File: src/rtl/regfile_arbiter_if.sv
// regfile_arbiter_if: client req/gnt/done handshake plus the shared regfile port bundle
interface regfile_arbiter_if #(
  parameter int DATA_WIDTH = 16,
  parameter int ADDR_WIDTH = 4,
  parameter int NUM_REQ = 4
);
  logic [NUM_REQ-1:0] req, we, gnt, done;
  logic [NUM_REQ*ADDR_WIDTH-1:0] addr;
  logic [NUM_REQ*DATA_WIDTH-1:0] wdata;
  logic [DATA_WIDTH-1:0] rdata, rf_i_data, rf_o_data;
  logic [ADDR_WIDTH-1:0] rf_address;
  logic busy, rf_mode;
  modport master (
    output req, we, addr, wdata, rf_o_data,
    input gnt, done, rdata, busy, rf_address, rf_i_data, rf_mode
  );
  modport slave (
    input req, we, addr, wdata, rf_o_data,
    output gnt, done, rdata, busy, rf_address, rf_i_data, rf_mode
  );
endinterface

File: src/rtl/regfile_arbiter.sv
// regfile_arbiter: round-robin sharing of one regfile, three-cycle setup/access sequence per grant
module regfile_arbiter #(
  parameter int DATA_WIDTH = 16,
  parameter int ADDR_WIDTH = 4,
  parameter int NUM_REQ = 4
) (
  input logic clk,
  input logic rst_n,
  regfile_arbiter_if.slave bus
);
  localparam int PW = $clog2(NUM_REQ);
  typedef enum logic [1:0] {IDLE, SETUP, ACCESS} state_t;
  state_t state_q, state_d;
  logic [PW-1:0] ptr_q, ptr_d, w_q, w_d, win, idx;
  logic we_q, we_d, rf_mode_q, rf_mode_d;
  logic [NUM_REQ-1:0] gnt_q, gnt_d, done_q, done_d;
  logic [DATA_WIDTH-1:0] rdata_q, rdata_d, rf_i_data_q, rf_i_data_d;
  logic [ADDR_WIDTH-1:0] rf_address_q, rf_address_d;
  logic [ADDR_WIDTH-1:0] addr_a [NUM_REQ];
  logic [DATA_WIDTH-1:0] wdata_a [NUM_REQ];
  for (genvar g = 0; g < NUM_REQ; g++) begin : g_unpack
    assign addr_a[g] = bus.addr[g*ADDR_WIDTH +: ADDR_WIDTH];
    assign wdata_a[g] = bus.wdata[g*DATA_WIDTH +: DATA_WIDTH];
  end
  always_comb begin
    win = '0;
    idx = '0;
    for (int i = NUM_REQ - 1; i >= 0; i--) begin
      idx = PW'((int'(ptr_q) + i) % NUM_REQ);
      win = bus.req[idx] ? idx : win;
    end
  end
  always_comb begin
    state_d = state_q;
    ptr_d = ptr_q;
    w_d = w_q;
    we_d = we_q;
    gnt_d = '0;
    done_d = '0;
    rdata_d = rdata_q;
    rf_address_d = rf_address_q;
    rf_i_data_d = rf_i_data_q;
    rf_mode_d = 1'b0;
    case (state_q)
      IDLE: if (|bus.req) begin
        w_d = win;
        we_d = bus.we[win];
        rf_address_d = addr_a[win];
        rf_i_data_d = wdata_a[win];
        gnt_d = NUM_REQ'(1) << win;
        ptr_d = (win == PW'(NUM_REQ - 1)) ? '0 : win + 1'b1;
        state_d = SETUP;
      end
      SETUP: begin
        rf_mode_d = we_q;
        state_d = ACCESS;
      end
      ACCESS: begin
        done_d = NUM_REQ'(1) << w_q;
        rdata_d = we_q ? rdata_q : bus.rf_o_data;
        state_d = IDLE;
      end
      default: state_d = IDLE;
    endcase
  end
  always_ff @(posedge clk or negedge rst_n) begin
    if (!rst_n) begin
      state_q <= IDLE;
      ptr_q <= '0;
      w_q <= '0;
      we_q <= 1'b0;
      gnt_q <= '0;
      done_q <= '0;
      rdata_q <= '0;
      rf_address_q <= '0;
      rf_i_data_q <= '0;
      rf_mode_q <= 1'b0;
    end else begin
      state_q <= state_d;
      ptr_q <= ptr_d;
      w_q <= w_d;
      we_q <= we_d;
      gnt_q <= gnt_d;
      done_q <= done_d;
      rdata_q <= rdata_d;
      rf_address_q <= rf_address_d;
      rf_i_data_q <= rf_i_data_d;
      rf_mode_q <= rf_mode_d;
    end
  end
  assign bus.gnt = gnt_q;
  assign bus.done = done_q;
  assign bus.rdata = rdata_q;
  assign bus.rf_address = rf_address_q;
  assign bus.rf_i_data = rf_i_data_q;
  assign bus.rf_mode = rf_mode_q;
  assign bus.busy = state_q != IDLE;
endmodule

File: src/flat_wrapper.sv
// flat-port wrapper written by rule: the top's interface ports become plain ports
module regfile_arbiter_flat 
#(
  parameter int DATA_WIDTH = 16,
  parameter int ADDR_WIDTH = 4,
  parameter int NUM_REQ = 4
)
  (clk, rst_n, bus_req, bus_we, bus_addr, bus_wdata, bus_rf_o_data, bus_gnt, bus_done, bus_rdata, bus_busy, bus_rf_address, bus_rf_i_data, bus_rf_mode);
  regfile_arbiter_if #(.DATA_WIDTH(DATA_WIDTH), .ADDR_WIDTH(ADDR_WIDTH), .NUM_REQ(NUM_REQ)) bus_i ();
  input logic clk;
  input logic rst_n;
  input wire logic [$bits(bus_i.req)-1:0] bus_req;
  input wire logic [$bits(bus_i.we)-1:0] bus_we;
  input wire logic [$bits(bus_i.addr)-1:0] bus_addr;
  input wire logic [$bits(bus_i.wdata)-1:0] bus_wdata;
  input wire logic [$bits(bus_i.rf_o_data)-1:0] bus_rf_o_data;
  output wire logic [$bits(bus_i.gnt)-1:0] bus_gnt;
  output wire logic [$bits(bus_i.done)-1:0] bus_done;
  output wire logic [$bits(bus_i.rdata)-1:0] bus_rdata;
  output wire logic [$bits(bus_i.busy)-1:0] bus_busy;
  output wire logic [$bits(bus_i.rf_address)-1:0] bus_rf_address;
  output wire logic [$bits(bus_i.rf_i_data)-1:0] bus_rf_i_data;
  output wire logic [$bits(bus_i.rf_mode)-1:0] bus_rf_mode;
  assign bus_i.req = bus_req;
  assign bus_i.we = bus_we;
  assign bus_i.addr = bus_addr;
  assign bus_i.wdata = bus_wdata;
  assign bus_i.rf_o_data = bus_rf_o_data;
  assign bus_gnt = bus_i.gnt;
  assign bus_done = bus_i.done;
  assign bus_rdata = bus_i.rdata;
  assign bus_busy = bus_i.busy;
  assign bus_rf_address = bus_i.rf_address;
  assign bus_rf_i_data = bus_i.rf_i_data;
  assign bus_rf_mode = bus_i.rf_mode;
  regfile_arbiter #(.DATA_WIDTH(DATA_WIDTH), .ADDR_WIDTH(ADDR_WIDTH), .NUM_REQ(NUM_REQ)) u_core (.clk(clk), .rst_n(rst_n), .bus(bus_i));
endmodule
File: config.mk
export PLATFORM = sky130hd
export DESIGN_NAME = regfile_arbiter_flat
export DESIGN_NICKNAME = d
export VERILOG_FILES = /design/src/rtl/regfile_arbiter_if.sv /design/src/rtl/regfile_arbiter.sv /design/src/flat_wrapper.sv
export SDC_FILE = /design/constraint.sdc
export NUM_CORES = 1
export LEC_CHECK = 0
export ABC_AREA = 1
export CAP_MARGIN = 10
export CORE_MARGIN = 2
export CORE_UTILIZATION = 38
export CTS_BUF_LIST = sky130_fd_sc_hd__clkbuf_8
export DETAILED_ROUTE_END_ITERATION = 8
export PLACE_DENSITY = 0.79
export SLEW_MARGIN = 10
export SYNTH_ARGS = -nofsm -noshare
export SYNTH_HDL_FRONTEND = slang
export SYNTH_SLANG_ARGS = --single-unit
File: constraint.sdc
create_clock -name clk -period 2 [get_ports clk]
set_clock_uncertainty 0.1 [all_clocks]
set_input_delay 0.5 -clock clk [delete_from_list [all_inputs] [get_ports clk]]
set_output_delay 0.5 -clock clk [all_outputs]
set_load 0.05 [all_outputs]
# After elaboration in Yosys (flattened, before gate mapping)
# Cells that the tools add are included.
dict set report word_totals {
  ramBits 0
  memories 0
  latch_bits 0
  wordCells 60
  romBits 0
  register_bits 52
  output_inout_bits 46
  in_bits 106
}
dict set report classes {
  addsub 4
  reduce_logical 5
  n_bitwise 2
  multipliers 0
  eq_ne 4
  n_shift 2
  n_lt_le_gt_ge 6
  mux 27
  div 0
}
# cell count
set op_table {}
lappend op_table {{binary-select mux 16 bit (select 2 bit)} 1}
lappend op_table {{2-to-1 mux 16 bit} 2}
lappend op_table {{2-to-1 mux 4 bit} 5}
lappend op_table {{< comparator 2 x 3 -> 1 bit (second input constant)} 5}
lappend op_table {{2-to-1 mux 2 bit} 6}
lappend op_table {{binary-select mux 1 bit (select 2 bit)} 5}
lappend op_table {{binary-select mux 4 bit (select 2 bit)} 1}
lappend op_table {{left shift 1 x 2 -> 4 bit (first input constant)} 2}
lappend op_table {{2-to-1 mux 1 bit} 6}
lappend op_table {{adder 2 x 1 -> 2 bit (second input constant)} 2}
lappend op_table {{adder 2 bit (second input constant)} 2}
lappend op_table {{equality test 2 bit (second input constant)} 2}
lappend op_table {{one-hot mux 2 bit (2 select lines)} 1}
lappend op_table {{AND reduction 2 bit} 2}
lappend op_table {{OR reduction 4 bit} 1}
lappend op_table {{greater-or-equal comparator 3 bit (second input constant)} 1}
lappend op_table {{NOT 2 -> 3 bit} 1}
lappend op_table {{equality test 2 x 1 -> 1 bit (second input constant)} 1}
lappend op_table {{zero test 2 bit} 1}
lappend op_table {{inequality test 2 x 1 -> 1 bit (second input constant)} 1}
lappend op_table {{nonzero test 2 bit} 1}
lappend op_table {{NOT 1 bit} 1}

# Depth between registers and ports, before layout
# Gate-level depths: netlist of the first run.
dict set report depth {
  depth_word 11
  ltp_mapped 15
  mapped_depth_nobuf 13
}

# Worst setup path after synthesis of the first run
# No wires, ideal clock.
dict set report synth_path {
  path_kind {input-to-reg}
  start {input bus_req[3]}
  end {register u_core.ptr_q[1]}
  stages 12
  setup_time_ps 134
  arrival_ps 1623
  n_path_buf 1
  path_slack_ps 143
  t_required_ps 1766
  path_cell_list {inv_1 > o21ai_1 > nand3_1 > nand2_1 > nand3_1 > nand2_1 > nand2_2 > inv_2 > buf_2 > ha_1 > nand2_1 > o21ai_0}
}
dict set report synth_between {
  elab_chain_cells 8
  word_cells_on_any_way 17
  cone_classes {1 x add/sub; 1 x eq/ne; 13 x mux; 2 x reduce/logical}
}
# item line
set synth_rtl {}
lappend synth_rtl {{start, declared} flat_wrapper.sv:12} ;# input wire logic [$bits(bus_i.req)-1:0] bus_req;
lappend synth_rtl {{binary-select mux 1 bit (select 2 bit)} regfile_arbiter.sv:30} ;# win = bus.req[idx] ? idx : win;
lappend synth_rtl {{2-to-1 mux 1 bit (not written as such)} regfile_arbiter.sv:30}
lappend synth_rtl {{2-to-1 mux 2 bit (4 in a row)} regfile_arbiter.sv:30}
lappend synth_rtl {{adder 2 x 1 -> 2 bit or equality test 2 bit (tied branches)} regfile_arbiter.sv:51} ;# ptr_d = (win == PW'(NUM_REQ - 1)) ? '0 : win + 1'b1;
lappend synth_rtl {{2-to-1 mux 2 bit} regfile_arbiter.sv:51}
lappend synth_rtl {{end signal, assigned} regfile_arbiter.sv:80} ;# ptr_q <= ptr_d;
lappend synth_rtl {{end, declared} regfile_arbiter.sv:14} ;# logic [PW-1:0] ptr_q, ptr_d, w_q, w_d, win, idx;
# Several ways; a longest one is shown, not always the timed one. The select of a mux whose other input is x is not followed.
# A chain may end at the register's enable or synchronous reset.

# Worst setup path in the final report of the first run
dict set report layout_path {
  start {register u_core.ptr_q[0]}
  end {register u_core.rf_address_q[0], in the netlist u_core.bus.rf_address[0]}
}
dict set report layout_between {
  elab_chain_cells 11
  word_cells_on_any_way 19
  cone_classes {3 x add/sub; 15 x mux; 1 x bitwise}
}
# item line
set layout_rtl {}
lappend layout_rtl {{adder 2 bit} regfile_arbiter.sv:29} ;# idx = PW'((int'(ptr_q) + i) % NUM_REQ);
lappend layout_rtl {{binary-select mux 1 bit (select 2 bit)} regfile_arbiter.sv:30}
lappend layout_rtl {{2-to-1 mux 1 bit (not written as such)} regfile_arbiter.sv:30}
lappend layout_rtl {{2-to-1 mux 2 bit (3 in a row)} regfile_arbiter.sv:30}
lappend layout_rtl {{2-to-1 mux 2 bit *} regfile_arbiter.sv:30}
lappend layout_rtl {{NOT 2 -> 3 bit (not written as such) *} regfile_arbiter.sv:48} ;# rf_address_d = addr_a[win];
lappend layout_rtl {{binary-select mux 4 bit (select 2 bit) *} regfile_arbiter.sv:48}
lappend layout_rtl {{2-to-1 mux 4 bit (not written as such) * (2 in a row)} regfile_arbiter.sv:48}
lappend layout_rtl {{end signal, assigned} regfile_arbiter.sv:86} ;# rf_address_q <= rf_address_d;
lappend layout_rtl {{end, declared} regfile_arbiter.sv:18} ;# logic [ADDR_WIDTH-1:0] rf_address_q, rf_address_d;
# Mark *: on every way between the ends. The rest lies on a longest branch, timed or not. The select of a mux whose other input is x is not followed.

==> out/summary.txt, run 1 <==
RSZ-0062 raised after global routing: true
crit path time final: 2.04 ns
Worst path most repeated cell: nand2_1
failing checks: negative setup slack
Bufs and invs on worst path: 3
Initial DRT Pass Iterations: 5
top-area cell type share of the netlist area: 41.3%
Die Y: 95.1 microns
Root Buffer: clkbuf_8
critical path's slowest cell: dfrtp_2
layout cell share with drive strength beyond 1: 24.7%
hold_ws: 0.0641 ns
Antenna Violating Nets Remaining: 0
worst-path cell chain: buf_6, nand2_4, nand3_2, nand2_2, nand3_4, nand2_2, nand2_4, nand2_8, buf_6, buf_12, nand2_1, nand3_2, nand2_1, nand2_1, nand2_1
DRC: 0
syn nets: 562
Post-DP HPWL: 7510 microns
Pwr Density: 1980 mW/mm^2
vias per cell: 4.77
clk sinks: 52
fmax: 490 MHz
nets@finish: 726
Post-Syn Area: 0.00315 sq mm
WP data required: 2.10 ns
post-synthesis async set-or-reset flop share: 100%
Fin. Hold Viols: 0
setup TNS: -0.0684 ns
Syn Area/Cell: 6.93 sq um
violation count after the first detailed-route iteration: 275
Yosys cell types: 24
WL per Instance: 14.2 microns
Max VDD drop: 1.25 mV
die area: 0.00905 sq mm
Slew Limit Headroom: 65.1%
std cell rows: 33
clk buf depth: 2
Crit Path Class: flop to flop
Leak Pwr: 2.84 nW
element type at the critical path end: flop
max_cap viols: 0
Final WS setup: -0.0397 ns
top area cells in the synthesized netlist: dfrtp_1, nand2_1, nand3_1, inv_1, mux2_2
Clock transition at path regs: 0.10 ns
Synth Warn #: 0
WP data arrival: 2.13 ns
number of CTS-inserted buffers: 5
critical path peak fanout: 7
commonest non-fill, non-tap cell in the layout: nand2_1
vias in the first global route: 3245
min-delay worst type: input pin to async pin
WL final: 10300 microns
crit share post-route: 102%
Top FF cell, synth: dfrtp_1
Placed Cells: 706
CTS tree: built
placer congestion estimate: 0.907
clk_lat worst skew: 0.30 ns
boundary pin count: 152
Synth Instances: 455
detailed-route via count: 3457
initial antenna violation count: 0
IO buf count: 151
H-tree Lvls: 2
Seq cells post-synth: 52
outcome: finished, violations left
CP max stage delay: 0.48 ns
Setup-failing EPs final: 4
starting density of the core: 38.8%
Diodes inserted: 0
Tightest Pin Transition: 0.524 ns
CP Launch Point: u_core.ptr_q[0]
GR Util All Layers: 21.0%
CP top delay family: simple AND/OR/NAND/NOR gates
Layout Area Growth over Synthesis: 65.5%
Post-synth EDFFs: 0
pin count of the biggest net entering global routing: 43
startpoint types: flop
post-route design area: 0.00522 sq mm
Area after DPL: 0.00476 sq mm
first-pass GRT wire length: 14900 microns
core area: 0.00813 sq mm
cell taking the most area after synthesis: dfrtp_1
max-slew violations: 0
total power: 10.3 mW
sequential cell area fraction in the yosys report: 41.3%
most frequent cells in the layout: nand2_1, clkdlybuf4s50_1, inv_1, nand3_1, buf_4
hold_buf cts: 0
Worst R2R Start: u_core.ptr_q[0]
total grt overflow: 0
DIE WIDTH: 95.1 microns
Final Non-Filler Cells: 725
-- worst paths after layout --
path,end,slack [ns],depth (start not counted)
max reg2reg,u_core.bus.rf_address[0],-0.04,15
min,u_core.bus.done[0],0.06,1
max,u_core.bus.rf_address[0],-0.04,15
min reg2reg,u_core.bus.rf_i_data[13],0.39,2
max in group asynchronous,u_core.bus.rf_i_data[0],1.12,2
min in group clk,u_core.bus.rf_i_data[13],0.39,2
-- synthesized netlist by cell type, drive strengths merged (3+ instances only) --
master	instances
o21ai	3
nor2	6
buf	17
mux2	16
nor3	6
clkbuf	5
nand3	95
nand2	148
inv	101
dfrtp	52
-- flip-flops by register name (all words and copies together), names as in the netlist --
| register | flops |
|---|---|
| u_core.bus.rdata | 16 |
| u_core.bus.done | 4 |
| u_core.bus.gnt | 4 |
| u_core.ptr_q | 2 |
| u_core.bus.rf_mode | 1 |
| u_core.state_q | 2 |
| u_core.we_q | 1 |
| u_core.bus.rf_address | 4 |
| u_core.bus.rf_i_data | 16 |
| u_core.w_q | 2 |
-- layout make-up --
| class | count | area, sq um |
|---|---|---|
| Clock buffer | 6 | 82.6 |
| Clock inverter | 2 | 38.8 |
| Fill cell | 708 | 2910 |
| Inverter | 101 | 382 |
| Multi-Input combinational cell | 280 | 1540 |
| Sequential cell | 52 | 1300 |
| Tap cell | 105 | 131 |
| Timing Repair Buffer | 179 | 1740 |
-- worst register-to-register path, cell delays in order (launching register included) --
cell	delay [ns]
dfrtp_2	0.48
buf_6	0.15
nand2_4	0.07
nand3_2	0.09
nand2_2	0.11
nand3_4	0.10
nand2_2	0.10
nand2_4	0.10
nand2_8	0.10
buf_6	0.10
buf_12	0.12
nand2_1	0.08
nand3_2	0.09
nand2_1	0.06
nand2_1	0.06
nand2_1	0.05
-- where the power goes --
group	switching, mW	internal (mW)	total [mW]
Clock	0.345	0.409	0.755
Combinational	4.73	2.96	7.68
Sequential	0.319	1.57	1.89
-- cells by family after synthesis --
| family | synth area share [%] |
|---|---|
| AO/OA/AOI/OAI | 1.07 |
| buffers and inverters | 15.9 |
| AND/OR/NAND/NOR | 35.6 |
| flip-flops | 41.3 |
| multiplexers | 5.71 |
| adder cells (fa/ha/maj) | 0.397 |
-- per-layer routing --
metal	wire [microns]	GRT usage, %	vias to the layer above
met5	0	0	-
met2	5350	38.3	135
met4	178	5.92	0
met3	566	2.21	14
met1	4200	26.3	1596
li1	-	-	1712
-- stage by stage --
stage | utilization (%) | setup WS (ns)
2_1_floorplan | - | 0.143
3_3_place_gp | 58.5 | -0.369
3_5_place_dp | 58.5 | -0.438
4_1_cts | 61.1 | 0.00489
5_1_grt | 64.2 | -0.107
6_report | 64.2 | -0.0397
-- repair_timing --
action,CTS,global route
resized for setup,12,58
setup endpoints to repair,26,21
setup buffers,2,7
pin swaps,1,25
cloned,2,1
No activity file was read; power rests on OpenSTA's default activity.
==> run 2, diff against run 1 <==
CORE_MARGIN = default   (was 2)
CORE_UTILIZATION = 40   (was 38)
HOLD_SLACK_MARGIN = 0.02   (was default)
clock period = 2.5 ns   (was 2 ns; I/O delays follow)
==> run 2 against run 1 <==
  * The run now ends clean
  * Non-clock buffer count decreased by 10
  * Register-to-register slack improved by 0.45 ns
  * Cell area decreased by 4.1%
  * Via count decreased by 2.2%
  * Setup slack improved by 0.12 ns
  * Sequential power decreased by 21%
  * Sequential cell count unchanged
  * Combinational power decreased by 27%
  * Die area decreased by 8.9%
  * Critical path depth decreased by 12
  * Core utilization increased by 0.96 points
==> out/summary.txt, run 2 (synthesis gave the netlist of run 1 again) <==
Root Buffer: clkbuf_8
H-tree Lvls: 2 (unchanged)
max-slew violations: 0 (unchanged)
Fin. Hold Viols: 0 (unchanged)
initial antenna violation count: 0 (unchanged)
Layout Area Growth over Synthesis: 58.7%
CP Launch Point: u_core.state_q[1]
R2R Setup Slk: 0.41 ns (+0.45 ns)
pin count of the biggest net entering global routing: 34 (-21%)
violation count after the first detailed-route iteration: 115 (-58%)
RSZ-0062 raised after global routing: false
clk sinks: 52 (unchanged)
startpoint types: flop
critical path's slowest cell: clkdlybuf4s50_1
r2r endpoint: u_core.bus.rf_address[1]
GR Util All Layers: 22.3% (+1.2 points)
total grt overflow: 0 (unchanged)
WP data arrival: 1.70 ns (-0.43 ns)
IO buf count: 151 (unchanged)
min-delay worst type: input pin to async pin
critical path peak fanout: 5 (-2)
Clock transition at path regs: 0.08 ns (-0.02 ns)
Max VDD drop: 0.706 mV (-43%)
first-pass GRT wire length: 14900 microns (-0.27%)
CP max stage delay: 0.81 ns (+0.33 ns)
DRC: 0 (unchanged)
Tightest Pin Transition: 0.763 ns (+0.239 ns)
setup bufs post-CTS: 0 (-2)
setup TNS: 0 ns (+0.0684 ns)
fmax: 413 MHz
max_cap viols: 0 (unchanged)
vias in the first global route: 3268 (+0.71%)
starting density of the core: 41.0% (+2.3 points)
commonest non-fill, non-tap cell in the layout: clkdlybuf4s50_1
R2R depth: 14 (-1)
element type at the critical path end: primary output
Setup-failing EPs final: 0 (-4)
layout cell share with drive strength beyond 1: 8.52% (-16 points)
detailed-route via count: 3380 (-2.2%)
Slew Limit Headroom: 49.1% (-16 points)
post-route design area: 0.00501 sq mm (-4.1%)
Initial DRT Pass Iterations: 4 (-1)
outcome: finished, final reports clean
WL final: 9200 microns (-11%)
clk_lat worst skew: 0.30 ns (about the same)
crit path time final: 2.42 ns
DIE WIDTH: 90.8 microns (-4.5%)
nets@finish: 716 (-1.4%)
boundary pin count: 152 (unchanged)
clk buf depth: 2 (unchanged)
CP top delay family: buffers and inverters
Die Y: 90.8 microns (-4.5%)
Multi-input gate area: 0.00135 sq mm (-12%)
Filler cells: 657 (-7.2%)
Final Non-Filler Cells: 712 (-1.8%)
number of CTS-inserted buffers: 5 (unchanged)
WL per Instance: 12.9 microns (-8.9%)
Antenna Violating Nets Remaining: 0 (unchanged)
Placed Cells: 703 (-0.42%)
worst-path cell chain: nor2_1, inv_1, clkdlybuf4s50_1
core area: 0.00769 sq mm (-5.5%)
CTS tree: built
Worst R2R Start: u_core.ptr_q[0]
Bufs and invs on worst path: 2 (-1)
WP data required: 1.77 ns (-0.33 ns)
Reg area: 0.00130 sq mm (-0.19%)
Crit Path Class: flop to primary output
die area: 0.00824 sq mm (-8.9%)
Pwr Density: 1500 mW/mm^2 (-24%)
crit share post-route: 96.9%
Post-DP HPWL: 7150 microns (-4.9%)
std cell rows: 32 (-3.0%)
most frequent cells in the layout: clkdlybuf4s50_1, nand2_1, inv_1, nand3_1, dfrtp_1
Area after DPL: 0.00489 sq mm (+2.9%)
placer congestion estimate: 0.896 (-1.3%)
Leak Pwr: 2.65 nW (-6.7%)
Diodes inserted: 0 (unchanged)
vias per cell: 4.75 (-0.44%)
## run 2: cell count changes in the layout (fill, tap and decap cells not counted), sizes merged
| cell | delta |
|---|---|
| buf | -56 |
| clkdlybuf4s50 | +50 |
| dlygate4sd2 | -4 |
| inv | +2 |
| bufinv | -1 |
| clkinv | -1 |
## run 2: through the flow
| stage | hold slack (ns) | power [mW] | worst slack [ns] | util (%) |
|---|---|---|---|---|
| floorplan | 0.229 | 5.10 | 0.518 | - |
| global placement | 0.363 | 6.83 | 0.0108 | 63.6 |
| detailed placement | 0.369 | 6.98 | -0.116 | 63.6 |
| CTS | 0.316 | 7.46 | 0.0680 | 64.8 |
| global route | 0.352 | 8.09 | 0.00758 | 65.1 |
| finish | 0.296 | 7.53 | 0.0772 | 65.1 |
## run 2: worst register-to-register path, delay by kind of cell (launching register included)
| family | cells | cell delay [ns] |
|---|---|---|
| flip-flops | 1 | 0.53 |
| AND/OR/NAND/NOR | 12 | 1.07 |
| buffers and inverters | 2 | 0.29 |
## run 2: final cells by class
| class | instances | area share, % |
|---|---|---|
| Timing Repair Buffer | 169 | 35.1 |
| Multi-Input combinational cell | 280 | 27.0 |
| Sequential cell | 52 | 26.0 |
| Inverter | 101 | 7.57 |
| Tap cell | 102 | 2.55 |
| Clock buffer | 6 | 1.65 |
| Clock inverter | 2 | 0.150 |
## run 2: repair_timing
action	in CTS	in global routing
resized for setup	0	0
hold buffers	0	0
setup endpoints to repair	0	1
## run 2: metal layers
layer,share of wire (%),vias up,GRT usage (%)
met5,0,-,0
met4,2.2,0,7.80
met3,6.6,18,2.78
met2,51,151,40.8
met1,40,1520,26.7
li1,-,1691,-
## run 2: worst max-delay path by stage
stage | to | slack (ns) | cells past startpoint
3_5_place_dp | u_core.bus.rf_address[0] | -0.12 | 15
6_report | bus_busy | 0.08 | 3
4_1_cts | bus_busy | 0.07 | 3
3_3_place_gp | u_core.bus.rf_address[0] | 0.01 | 15
5_1_grt | u_core.bus.rf_address[0] | 0.008 | 15
2_1_floorplan | u_core.ptr_q[1] | 0.52 | 12
## run 2: report_power, final
group / internal, mW / total [mW] / switching (mW)
clock: 0.218 / 0.469 / 0.251
sequential: 1.25 / 1.49 / 0.240
combinational: 2.15 / 5.57 / 3.42
==> run 3, diff against run 2 <==
SLEW_MARGIN = default   (was 10)
==> results of run 3 <==
The final DEF is identical to that of run 2; final timing and power are the same.
